===== config.mk =====
export PLATFORM = sky130hd
export DESIGN_NAME = instruction_fetch_unit
export DESIGN_NICKNAME = d
export VERILOG_FILES = /design/src/rtl/instruction_fetch_unit.sv
export SDC_FILE = /design/constraint.sdc
export NUM_CORES = 1
export LEC_CHECK = 0
export CAP_MARGIN = 25
export CORE_MARGIN = 2
export CORE_UTILIZATION = 40
export DETAILED_ROUTE_END_ITERATION = 12
export GPL_TIMING_DRIVEN = 0
export SYNTH_ARGS = -nofsm -noshare
export SYNTH_HDL_FRONTEND = slang
export SYNTH_SLANG_ARGS = --single-unit

===== constraint.sdc =====
create_clock -name CLK -period 2.54 [get_ports CLK]
set_input_delay 0.508 -clock CLK [delete_from_list [all_inputs] [get_ports CLK]]
set_output_delay 0.508 -clock CLK [all_outputs]
set_load 0.05 [all_outputs]

===== src/rtl/instruction_fetch_unit.sv =====
// Instruction issue stage: holds a small program memory and presents one instruction
// per 8-clock frame, in lockstep with the decoder's free-running CLK1..CLK8 sequence.
module instruction_fetch_unit #(
    parameter int DEPTH = 16,
    parameter int AW    = 4
) (
    input  logic          CLK,
    input  logic          RESET,
    input  logic          LOAD_EN,
    input  logic [AW-1:0] LOAD_ADDR,
    input  logic [7:0]    LOAD_DATA,
    input  logic          START,
    output logic [2:0]    Opcode,
    output logic [2:0]    Operand_1_address,
    output logic          Operand_2_type,
    output logic          Operand_number,
    output logic [AW-1:0] PC,
    output logic [2:0]    Frame,
    output logic          Running,
    output logic          Halted
);

    typedef enum logic [1:0] {
        S_IDLE,
        S_RUN,
        S_HALTED
    } state_t;

    localparam logic [7:0]    HLT_WORD  = 8'b111_000_0_0;
    localparam logic [2:0]    HLT_OP    = 3'b111;
    localparam logic [AW:0]   DEPTH_W   = (AW+1)'(DEPTH);
    localparam logic [AW-1:0] LAST_ADDR = AW'(DEPTH - 1);

    logic [7:0]    mem [DEPTH];

    state_t        state_q, state_d;
    logic [AW-1:0] pc_q, pc_d;
    logic [7:0]    ir_q, ir_d;
    logic [2:0]    frame_q, frame_d;
    logic          last_q, last_d;
    logic          running_q, running_d;
    logic          halted_q, halted_d;
    logic          mem_we;
    logic [7:0]    fetch_word;

    assign fetch_word = mem[pc_q];

    always_comb begin
        state_d = state_q;
        pc_d    = pc_q;
        ir_d    = ir_q;
        last_d  = last_q;
        frame_d = frame_q + 3'd1;
        mem_we  = 1'b0;

        case (state_q)
            S_IDLE, S_HALTED: begin
                // A load in the same cycle as START wins; START is dropped.
                if (LOAD_EN) begin
                    mem_we = ({1'b0, LOAD_ADDR} < DEPTH_W);
                end else if (START) begin
                    state_d = S_RUN;
                    pc_d    = '0;
                    last_d  = 1'b0;
                end
            end
            S_RUN: begin
                if (frame_q == 3'd7) begin
                    if (last_q) begin
                        // Past the final word: issue a synthetic HLT, PC stays put.
                        ir_d    = HLT_WORD;
                        state_d = S_HALTED;
                    end else begin
                        ir_d = fetch_word;
                        if (fetch_word[7:5] == HLT_OP) begin
                            state_d = S_HALTED;
                        end else if (pc_q == LAST_ADDR) begin
                            last_d = 1'b1;
                        end else begin
                            pc_d = pc_q + AW'(1);
                        end
                    end
                end
            end
            default: begin
                state_d = S_IDLE;
            end
        endcase

        running_d = (state_d == S_RUN);
        halted_d  = (state_d == S_HALTED);
    end

    always_ff @(posedge CLK or negedge RESET) begin
        if (!RESET) begin
            state_q   <= S_IDLE;
            pc_q      <= '0;
            ir_q      <= HLT_WORD;
            frame_q   <= 3'd0;
            last_q    <= 1'b0;
            running_q <= 1'b0;
            halted_q  <= 1'b0;
        end else begin
            state_q   <= state_d;
            pc_q      <= pc_d;
            ir_q      <= ir_d;
            frame_q   <= frame_d;
            last_q    <= last_d;
            running_q <= running_d;
            halted_q  <= halted_d;
        end
    end

    // Program memory survives reset so a fresh START replays the same program.
    always_ff @(posedge CLK) begin
        if (mem_we) begin
            mem[LOAD_ADDR] <= LOAD_DATA;
        end
    end

    assign Opcode            = ir_q[7:5];
    assign Operand_1_address = ir_q[4:2];
    assign Operand_2_type    = ir_q[1];
    assign Operand_number    = ir_q[0];
    assign PC                = pc_q;
    assign Frame             = frame_q;
    assign Running           = running_q;
    assign Halted            = halted_q;

endmodule


Yosys cells after proc, flatten, opt, wreduce, memory -nomap -nowiden. Memories as Yosys holds them, arrays and structs flattened. Cells that the tools add are included.

Flip-flop bits (word level): 20. Bits in latches: 0. RAM bits: 128. Memory bits (read-only): 0. Output and inout bits: 17. Word-level logic and storage cells: 54. Memories kept: 1.

$add $sub $neg: 2. Multipliers: 0. Divide/modulo/power cells: 0. Order comparisons: 0. Equal/unequal tests: 13. Shifts and indexed selects: 0. Muxes and demuxes: 25. Bitwise operators: 0. Reductions and logical operators: 6.

Memories: mem (words 16, width 8, read ports 1, clocked after memory_dff 0, wr ports 1, RTL line 34) `logic [7:0] mem [DEPTH];`.

Operators by type and width (count): 4-bit 2-to-1 mux (6); 2-bit != test, second input constant (6); 1-bit 2-to-1 mux (10); 2-bit 2-to-1 mux (5); 8-bit 2-to-1 mux (1); 4-bit one-hot mux with 2 select lines (1); 7-bit AND reduction (1); 3-bit == test, second input constant (2); 4-bit by 1-bit adder with 4-bit output, second input constant (1); 2-bit by 1-bit == test with 1-bit output, second input constant (2); 2-bit == test, second input constant (2); 4-bit == test, second input constant (1); 2-bit one-hot mux with 2 select lines (1); 4-bit AND reduction (1); 3-bit by 1-bit adder with 3-bit output, second input constant (1); 2-bit zero test (1); 1-bit one-hot mux with 2 select lines (1); 2-bit AND reduction (1); 2-bit nonzero test (1); 2-bit OR reduction (1).

Logic depth before layout (Yosys ltp). Gate-level depths: netlist of run 1. An unclocked memory read counts as a cell.

Word-level depth: 7. Gate-level depth with buffers: 8.

Worst setup path before layout of run 1. No wires, ideal clock.

Path type: reg-to-reg. Start: register pc_q[0], in the netlist PC[0]. End: register ir_q[0]. Arrival: 2.313 ns. Required time: 2.419 ns. Path slack: 0.106 ns. Cell stages (with the launch flop): 7. Buffers on the path: 3. Clock period less this slack: 2.434 ns. Cell sequence: dfrtp_1 buf_6 buf_12 buf_8 mux4_1 mux4_2 a22o_1.

Word-level cells in the longest chain between the ends: 2.

RTL lines: start: declaration (RTL line 37) `logic [AW-1:0] pc_q, pc_d;`; start signal: assignment (RTL line 105) `pc_q <= pc_d;`; memory read 16 x 8 bit; 8-bit 2-to-1 mux (RTL line 69) `if (last_q) begin`; end signal: assignment (RTL line 106) `ir_q <= ir_d;`; end: declaration (RTL line 38) `logic [7:0] ir_q, ir_d;`.

Every way passes these cells. A chain may end at the register's enable or synchronous reset.

Worst setup path after layout of run 1.
Start: register pc_q[0], in the netlist PC[0]. End: register ir_q[2].

Same word-level chain as after synthesis.

==> metrics.md, run 1 <==
| Metric | Value |
|---|---|
| Status | finished, final reports clean |
| Final period util | around 93% |
| Share of layout cells above drive strength 1 | about 15% |
| Net Sw Power | 2.278 mW |
| RSZ-0062 raised after global routing | false |
| Total core area | 14,640 um2 |
| Final setup fails | 0 |
| Post-Synth XOR/XNOR Area | 0% |
| WHS | ~0.45 ns |
| DR pass1 iterations | 4 |
| Comb power frac | between 20% and 30% |
| Sw frac | 29.61% |
| CP required | 2.85 ns |
| Clock Power Share | 32.8% |
| Largest cells by area after synthesis | edfxtp_1 64%, mux4_1 14%, dfrtp_1 7.1% |
| Power per cell area | 1069 nW/um2 |
| I/O pin count | 33 |
| Drt via density | 5.678 |
| Most frequent cell after synthesis | edfxtp_1 |
| Die X | 126.8 um |
| Top FF cell, synth | edfxtp_1 |
| Critical Path Fanout Max | 10 |
| Seq pwr share | 37.9% |
| Worst-skew pair later-pin latency | about 0.42 ns |
| Worst path max stage delay | 0.65 ns |
| Mean Syn Cell Area | 19.83 um2 |
| Top-area cell type share of the netlist area | 63.77% |
| CTS sink cnt | 148 |
| Clock Tree Buf Depth | 2 |
| Synth cell count leaders | 128 x edfxtp_1, 31 x mux4_1, 24 x nor2_1 |
| Drt drc | 0 |
| Post-synthesis register bit count | about 150 |
| Fmax achieved | approximately 420 MHz |
| Post-Route WL | approximately 12,000 um |
| Maximum vdd drop | 0.5280 mV |
| # rows | 44 |
| Post-synthesis sequential area ratio | 72.14% |
| Largest family of logic cells by synthesized area | multiplexers |
| Area leader, netlist | edfxtp_1 |
| HPWL Detailed | 7799 um |
| Post-CTS Hold Buffers | 0 |
| Area Overhead vs Synth | 19.47% |
| Ys async rst share | 13.51% |
| GRT Resource Usage Total | 16.28% |
| Setup TNS | 0 ns |
| Slew margin rel. | 32.38% |
| Top delay family on crit path | multiplexers |
| Number of max-cap violations | 0 |
| Max Slew Vio Count | 0 |
| Post-Synth Simple-Gate Area | 6.020% |
| Post-synth cell types | 42 |
| Clock root buffer | clkbuf_16 |
| H-tree levels | 4 |
| Gate Count Post-Synth | 304 |
| Crit path time final | ~2.4 ns |
| Final Power | 7.696 mW |
| Largest net degree at the start of global routing | 21 |
| Routed len/inst | 21.92 um |
| Leakage | roughly 2.5 nW |
| Initial antenna violation count | 0 |
| TritonCTS Buffers | 17 |
| CTS tree | yes |
| Die height | 126.8 um |
| Critical Path Sink Type | flop |
| Crit Path Class | reg -> reg |
| Initial core utilization | 41.16% |
| Worst-margin pin slew | 1.011 ns |
| GRT overflow | 0 |
| Via Count | 3,123 |
| Post-CTS Setup Bufs | 0 |
| EDFF count, synth | 128 |
| WP buf/inv | 3 |
| Final Skew | between 0.005 and 0.006 ns |
| CP max stage cell | mux4_1 |
| Final-stage net count | 375 |
| Antenna cells | 0 |
| Internal power | 5.417 mW |
| First-pass GRT wire length | 18,800 um |
| Critical path arrival | 2.68 ns |
| Yosys Warn Count | 0 |
| Clock slew at reported path FFs | 0.06 ns |
| Hold Crit Class | reg -> reg |
| Synth Net Count | about 320 |
| Port bufs | 32 |
| Synth Area in Adders | 0.6228% |
| Fin. Hold Viols | 0 |
| Vias in the first global route | 3,109 |
| CP Launch Type | flop |
| RePlAce Congestion | between 0.7 and 0.8 |
| Compound-Gate Fraction of Synth Area | 3.674% |
| Post-route ant nets | 0 |
| Synthesized area | roughly 6000 um2 |
| Detailed Route Iter0 Violations | roughly 340 |
| Cell Chain, Critical Path | buf_6, buf_12, buf_8, mux4_1, mux4_2, a22o_1 |
| Mux share of post-synthesis cell area | between 15 and 20% |
| DIE AREA | ~16,000 um2 |
[layout by cell type, fill, tap and decap left out, types with 5 or more instances in the layout]
cell / instances
mux4_1: 31
dfrtp_1: 17
clkbuf_16: 17
clkdlybuf4s50_1: 32
o21ai_0: 6
mux4_2: 6
a22o_1: 7
a21oi_1: 5
nor2_1: 24
edfxtp_1: 128
nand2_1: 14
[cells by family (layout without fill, tap and decap cells)]
family | count (synthesis) | after routing
DFF | 148 | 148
and+or+nand+nor | 71 | 71
buffers and inverters | 15 | 77
AOI/OAI and AO/OA | 30 | 30
adders and majority gates | 3 | 3
muxes | 37 | 37
[power by group through the flow]
stage	clock [mW]	sequential, mW	combinational [mW]
2_1_floorplan	0	3.29	1.25
3_3_place_gp	0	2.96	2.23
3_5_place_dp	0	2.96	2.26
4_1_cts	2.56	2.92	2.27
5_1_grt	2.66	2.93	2.41
6_report	2.52	2.91	2.26
[layer usage]
metal,GRT usage [%],vias up,routed length [um]
li1,-,1381,-
met1,23.71,1612,5560
met2,23.28,109,5602
met3,4.344,21,665
met4,6.981,0,226
met5,0,-,0
[path summary, 6_finish.rpt]
kind                           from  endpoint  slack [ns]  cells past startpoint
max in group asynchronous     RESET   ir_q[3]        1.44                      1
max reg2reg                   PC[0]   ir_q[2]        0.17                      6
max                           PC[0]   ir_q[2]        0.17                      6
min                        Frame[0]  Frame[0]        0.45                      1
min in group asynchronous     RESET   Running        0.58                      1
min reg2reg                Frame[0]  Frame[0]        0.45                      1
[what timing repair did]
item                       4_1_cts  5_1_grt
gates resized for setup          1        2
cloned                           0        0
setup endpoints to repair        5        6
[layout make-up]
cell class              instances  area [um2]
clock inverters                12       165.2
clock buffers                  17       425.4
multi-input cells             141        1592
plain buffers                  12       101.3
inverters                       3       11.26
repair buffers                 33       327.8
fillers                      1195        7443
flip-flops and latches        148        4348
well taps                     184       230.2
[state kept, by name, summed over array words and instances, names as in the netlist]
register / cells
PC: 4
Halted: 1
last_q: 1
Frame: 3
ir_q: 8
state_q: 2
mem: 128
Running: 1
[stage by stage]
| stage | setup slack (ns) | area [um2] | instances | util, % |
|---|---|---|---|---|
| floorplan | 0.1056 | 6027 | 304 | - |
| global placement | -0.6151 | 6578 | 520 | 44.92 |
| detailed placement | -0.2645 | 6598 | 520 | 45.05 |
| CTS | 0.001311 | 7189 | 549 | 49.09 |
| global route | 0.03601 | 7201 | 550 | 49.17 |
| finish | 0.1671 | 7201 | 550 | 49.17 |
Power figures use the tool's default switching activity.
==> inputs of run 2 (changes only) <==
- CORE_ASPECT_RATIO: default -> 1.5
==> metrics.md, run 2 (synthesized netlist as in run 1, its figures left out) <==
| Metric | Value |
|---|---|
| Worst-skew pair later-pin latency | 0.41 ns (about the same) |
| Post-route ant nets | 0 (unchanged) |
| Leakage | 2.457 nW (-0.52%) |
| Crit path time final | 2.353 ns (-0.02036 ns) |
| Final setup fails | 0 (unchanged) |
| GRT Resource Usage Total | 15.46% (-0.82 points) |
| Routed len/inst | 20.60 um (-6.0%) |
| Die X | 104.2 um (-18%) |
| Critical Path Fanout Max | 10 (unchanged) |
| TritonCTS Buffers | 17 (unchanged) |
| Placed cell count | 536 (+3.1%) |
| Drt drc | 0 (unchanged) |
| Hold Crit Class | reg -> reg |
| Via Count | 3,026 (-3.1%) |
| Final Skew | 0.008264 ns (+0.002726 ns) |
| Clock Tree Buf Depth | 2 (unchanged) |
| Most frequent cells in the layout | 128 x edfxtp_1, 32 x clkdlybuf4s50_1, 31 x mux4_1, 24 x nor2_1 |
| Final Power | 7.552 mW (-1.9%) |
| Initial core utilization | 40.36% (-0.80 points) |
| Critical Path Sink Type | flop |
| Placed instance area | 6619 um2 (+0.32%) |
| Share of layout cells above drive strength 1 | 15.72% (+0.69 points) |
| Critical path arrival | 2.66 ns (-0.02 ns) |
| RSZ-0062 raised after global routing | false |
| Post-Route WL | 11,700 um (-2.9%) |
| Fmax achieved | 425.1 MHz (+0.87%) |
| RePlAce Congestion | 0.7532 (about the same) |
| Status | finished, final reports clean |
| Crit Path Class | reg -> reg |
| Post-CTS Hold Buffers | 0 (unchanged) |
| CTS sink cnt | 148 (unchanged) |
| Sw frac | 30.43% (+0.82 points) |
| Finished Layout Cells | 568 (+3.3%) |
| WHS | 0.4425 ns (-0.007947 ns) |
| CTS tree | yes |
| Total core area | 14,930 um2 (+2.0%) |
| GRT busiest layer | met2 |
| Slew margin rel. | 32.13% (-0.24 points) |
| Clock slew at reported path FFs | 0.06 ns (about the same) |
| Die height | 154.3 um (+22%) |
| GRT overflow | 0 (unchanged) |
| Internal power | 5.254 mW (-3.0%) |
| DIE AREA | 16,090 um2 (+0.13%) |
| Fin area | 7204 um2 (about the same) |
| Initial antenna violation count | 0 (unchanged) |
| CP Launch Type | flop |
| Clock Power Share | 32.4% (-0.4 points) |
| Setup TNS | 0 ns (unchanged) |
| Vias in the first global route | 3,121 (+0.39%) |
| Fin. Hold Viols | 0 (unchanged) |
| Max Slew Vio Count | 0 (unchanged) |
| Detailed Route Iter0 Violations | 209 (-38%) |
| HPWL Detailed | 8054 um (+3.3%) |
| Drt via density | 5.327 (-6.2%) |
| Comb power frac | 29.1% (-0.2 points) |
| I/O pin count | 33 (unchanged) |
| Post-CTS Setup Bufs | 0 (unchanged) |
| Power per cell area | 1048 nW/um2 (-1.9%) |
| CP required | 2.84 ns (about the same) |
| H-tree levels | 4 (unchanged) |
| Fillers | 1,226 (+2.6%) |
| Final period util | 92.62% (-0.80 points) |
| Net Sw Power | 2.298 mW (+0.86%) |
| # rows | 55 (+25%) |
| Largest net degree at the start of global routing | 21 (unchanged) |
| DR pass1 iterations | 4 (unchanged) |
| Number of max-cap violations | 0 (unchanged) |
| Antenna cells | 0 (unchanged) |
| Worst-margin pin slew | 1.014 ns (+0.003631 ns) |
| First-pass GRT wire length | 18,120 um (-3.6%) |
| Final-stage net count | 375 (unchanged) |
| Number of flip-flops in the largest register | 128 (unchanged) |
| Seq pwr share | 38.5% (+0.6 points) |
| Commonest non-fill, non-tap cell in the layout | edfxtp_1 |
| Post-CTS resize count | 1 (unchanged) |
| Area Overhead vs Synth | 19.53% (about the same) |
| Met2 Usage GRT | 27.19% (+3.9 points) |
| Clock root buffer | clkbuf_16 |
| GR Layer Usage met3 | 3.919% (-0.43 points) |
| Biggest register | mem |
| Port bufs | 32 (unchanged) |
| Maximum vdd drop | 0.4650 mV (-12%) |
| Global routing usage on met1 | 18.48% (-5.2 points) |
[run 2: cell types whose count changed in the layout (fill, tap and decap cells not counted), sizes merged]
cell	delta
clkinvlp	+2
bufinv	-2
inv	+3
buf	+1
clkinv	-1
[run 2: area by class of cell]
class	count	area, um2	share of cell area (%)
Sequential cell	148	4348	60.35
Multi-Input combinational cell	141	1587	22.02
Clock buffer	18	429.2	5.957
Timing Repair Buffer	33	327.8	4.550
Tap cell	199	249.0	3.456
Clock inverter	14	153.9	2.136
Buffer	12	98.84	1.372
Inverter	3	11.26	0.1563
[run 2: critical path, cell delays in order (launching register included)]
cell and delay [ns]:
dfrtp_1 0.40, buf_6 0.20, buf_12 0.17, buf_8 0.16
mux4_1 0.61, mux4_2 0.49, a22o_1 0.21
[run 2: path summary, 6_finish.rpt]
path,cells past startpoint,from,endpoint,slack (ns)
worst max-delay path,6,PC[0],ir_q[3],0.19
worst min-delay path,1,Frame[0],Frame[0],0.44
worst max register to register,6,PC[0],ir_q[3],0.19
worst min register to register,1,Frame[0],Frame[0],0.44
max in group asynchronous,1,RESET,last_q,1.42
min in group asynchronous,1,RESET,PC[1],0.59
[run 2: per-stage QoR]
| stage | setup slack [ns] | util [%] |
|---|---|---|
| 6_report | 0.1875 | 48.24 |
| 4_1_cts | 0.08319 | 48.24 |
| 5_1_grt | 0.05051 | 48.24 |
| 3_5_place_dp | -0.2157 | 44.32 |
| 3_3_place_gp | -0.6209 | 44.17 |
| 2_1_floorplan | 0.1056 | - |
[run 2: power groups by stage]
stage / registers, mW / logic (mW) / clock network, mW
floorplan: 3.29 / 1.25 / 0
global placement: 2.96 / 2.20 / 0
detailed placement: 2.96 / 2.22 / 0
CTS: 2.91 / 2.23 / 2.48
global route: 2.93 / 2.33 / 2.60
finish: 2.91 / 2.20 / 2.45
[run 2: routing by layer]
metal  share of wire (%)  wire, um  up-vias
li1                    -         -     1387
met1                  41      4805     1554
met2                  54      6260       74
met3                 4.0       472       11
met4                 1.4       159        0
met5                   0         0        -
==> inputs of run 3 (changes only) <==
- SLEW_MARGIN: default -> 10
==> metrics.md, run 3 (synthesized netlist as in run 1, its figures left out) <==
| Metric | Value |
|---|---|
| Status | finished, final reports clean |
| Critical Path Fanout Max | 8 (-2) |
| Biggest register | mem |
| GRT overflow | 0 (unchanged) |
| Slew margin rel. | 33.18% (+1.0 points) |
| Crit Path Class | in -> reg |
| Post-route ant nets | 0 (unchanged) |
| Post-Route WL | 11,850 um (+1.3%) |
| Internal power | 5.176 mW (-1.5%) |
| Fin. Hold Viols | 0 (unchanged) |
| Register-to-Register Path Depth | 6 (unchanged) |
| CTS sink cnt | 148 (unchanged) |
| CP Launch Type | primary input |
| Critical Path Sink Type | flop |
| Max Slew Vio Count | 0 (unchanged) |
| Final core occ | 48.26% (about the same) |
| Routed len/inst | 20.83 um (+1.1%) |
| Final Skew | 0.01045 ns (+0.002191 ns) |
| Vias in the first global route | 3,206 (+2.7%) |
| Share of layout cells above drive strength 1 | 16.76% (+1.0 points) |
| Critical path arrival | 2.40 ns (-0.26 ns) |
| Fin area | 7207 um2 (about the same) |
| DR pass1 iterations | 5 (+1) |
| Die X | 104.2 um (unchanged) |
| RePlAce Congestion | 0.7532 (unchanged) |
| Drt drc | 0 (unchanged) |
| Clock Power Share | 32.0% (-0.4 points) |
| Final-stage net count | 376 (+0.27%) |
| Clock slew at reported path FFs | 0.06 ns (about the same) |
| Finished Layout Cells | 569 (+0.18%) |
| First-pass GRT wire length | 18,400 um (+1.5%) |
| Net Sw Power | 2.352 mW (+2.3%) |
| Worst setup path startpoint | LOAD_EN |
| # rows | 55 (unchanged) |
| Hold Crit Class | reg -> reg |
| Setup slack at placement | -0.2372 ns (-0.02152 ns) |
| Setup ws final | 0.1794 ns (-0.008027 ns) |
| Total core area | 14,930 um2 (unchanged) |
| I/O pin count | 33 (unchanged) |
| Area Overhead vs Synth | 19.58% (about the same) |
| DIE AREA | 16,090 um2 (unchanged) |
| Via Count | 3,107 (+2.7%) |
| Post-CTS Hold Buffers | 0 (unchanged) |
| Hold path depth | 1 (unchanged) |
| CTS tree | yes |
| Initial core utilization | 40.36% (unchanged) |
| Number of max-cap violations | 0 (unchanged) |
| Worst-margin pin slew | 0.9986 ns (-0.01561 ns) |
| Crit path time final | 2.361 ns (+0.008027 ns) |
| Commonest non-fill, non-tap cell in the layout | edfxtp_1 |
| Die height | 154.3 um (unchanged) |
| Detailed Route Iter0 Violations | 209 (unchanged) |
| Setup TNS | 0 ns (unchanged) |
| GRT Resource Usage Total | 15.72% (+0.26 points) |
| Seq pwr share | 38.6% (about the same) |
| Comb power frac | 29.4% (+0.3 points) |
| Initial antenna violation count | 0 (unchanged) |
| Sw frac | 31.24% (+0.81 points) |
| Clock Tree Buf Depth | 2 (unchanged) |
| WHS | 0.4444 ns (+0.001950 ns) |
| RSZ-0062 raised after global routing | false |
| Final setup fails | 0 (unchanged) |
| Drt via density | 5.460 (+2.5%) |
| TritonCTS Buffers | 17 (unchanged) |
| Worst Hold Launch | Frame[0] |
| Most frequent cells in the layout | 128 x edfxtp_1, 32 x clkdlybuf4s50_1, 31 x mux4_1, 24 x nor2_1 |
| Clock root buffer | clkbuf_16 |
| Placed instance area | 6624 um2 (about the same) |
| Maximum vdd drop | 0.4711 mV (+1.3%) |
| Placed cell count | 536 (unchanged) |
| H-tree levels | 4 (unchanged) |
| Power per cell area | 1044 nW/um2 (-0.37%) |
| Fmax achieved | 423.6 MHz (-0.34%) |
| Worst-skew pair later-pin latency | 0.42 ns (about the same) |
| Largest net degree at the start of global routing | 21 (unchanged) |
| CP required | 2.58 ns (-0.26 ns) |
| Number of flip-flops in the largest register | 128 (unchanged) |
| Worst R2R Start | PC[0] |
| Final Power | 7.527 mW (-0.33%) |
| HPWL Detailed | 8073 um (+0.25%) |
| Port bufs | 32 (unchanged) |
| Leakage | 2.476 nW (+0.75%) |
| Final period util | 92.94% (+0.32 points) |
| Antenna cells | 0 (unchanged) |
==> run 3: cell types whose count changed in the layout (fill, tap and decap cells not counted), moves of 2 or more <==
cell | before | now
inv_6 | 2 | 4
clkinv_2 | 1 | 3
inv_8 | 1 | 3
clkinvlp_4 | 4 | 1
==> run 3: what timing repair did <==
action | CTS | global route
endpoints found under the setup margin | 4 | 4
resized for setup | 1 | 1
buffers inserted | 0 | 0
==> run 3: power groups by stage <==
stage	registers [mW]	clock network [mW]	logic, mW
after floorplan	3.29	0	1.25
after global placement	2.96	0	2.20
after detailed placement	2.96	0	2.23
after CTS	2.91	2.45	2.23
after global routing	2.93	2.55	2.34
final	2.91	2.41	2.21
==> run 3: final timing paths <==
| path | endpoint | slack, ns |
|---|---|---|
| min | Frame[0] | 0.44 |
| max in group asynchronous | last_q | 1.43 |
| min in group asynchronous | PC[1] | 0.58 |
| min reg2reg | Frame[0] | 0.44 |
| max reg2reg | ir_q[3] | 0.19 |
| max | mem[3][7] | 0.18 |
==> run 3: area by class of cell <==
| class | instances | area (um2) |
|---|---|---|
| Timing Repair Buffer | 34 | 335.3 |
| Sequential cell | 148 | 4348 |
| Tap cell | 199 | 249.0 |
| Fill cell | 1236 | 7726 |
| Inverter | 3 | 11.26 |
| Clock buffer | 17 | 425.4 |
| Multi-Input combinational cell | 141 | 1592 |
| Clock inverter | 15 | 147.6 |
| Buffer | 12 | 98.84 |
==> run 3: per-layer routing <==
layer / vias to the layer above / GRT usage [%] / part of all wire [%]
met4: 0 / 7.915 / 2.6
met1: 1589 / 18.33 / 40
li1: 1386 / - / -
met2: 106 / 27.10 / 53
met3: 26 / 3.835 / 3.7
met5: - / 0 / 0
==> run 3: worst max-delay path: stages <==
cell             delay (ns)
clkdlybuf4s50_1        0.59
nand2_1                0.13
or3_1                  0.39
nor2_1                 0.78
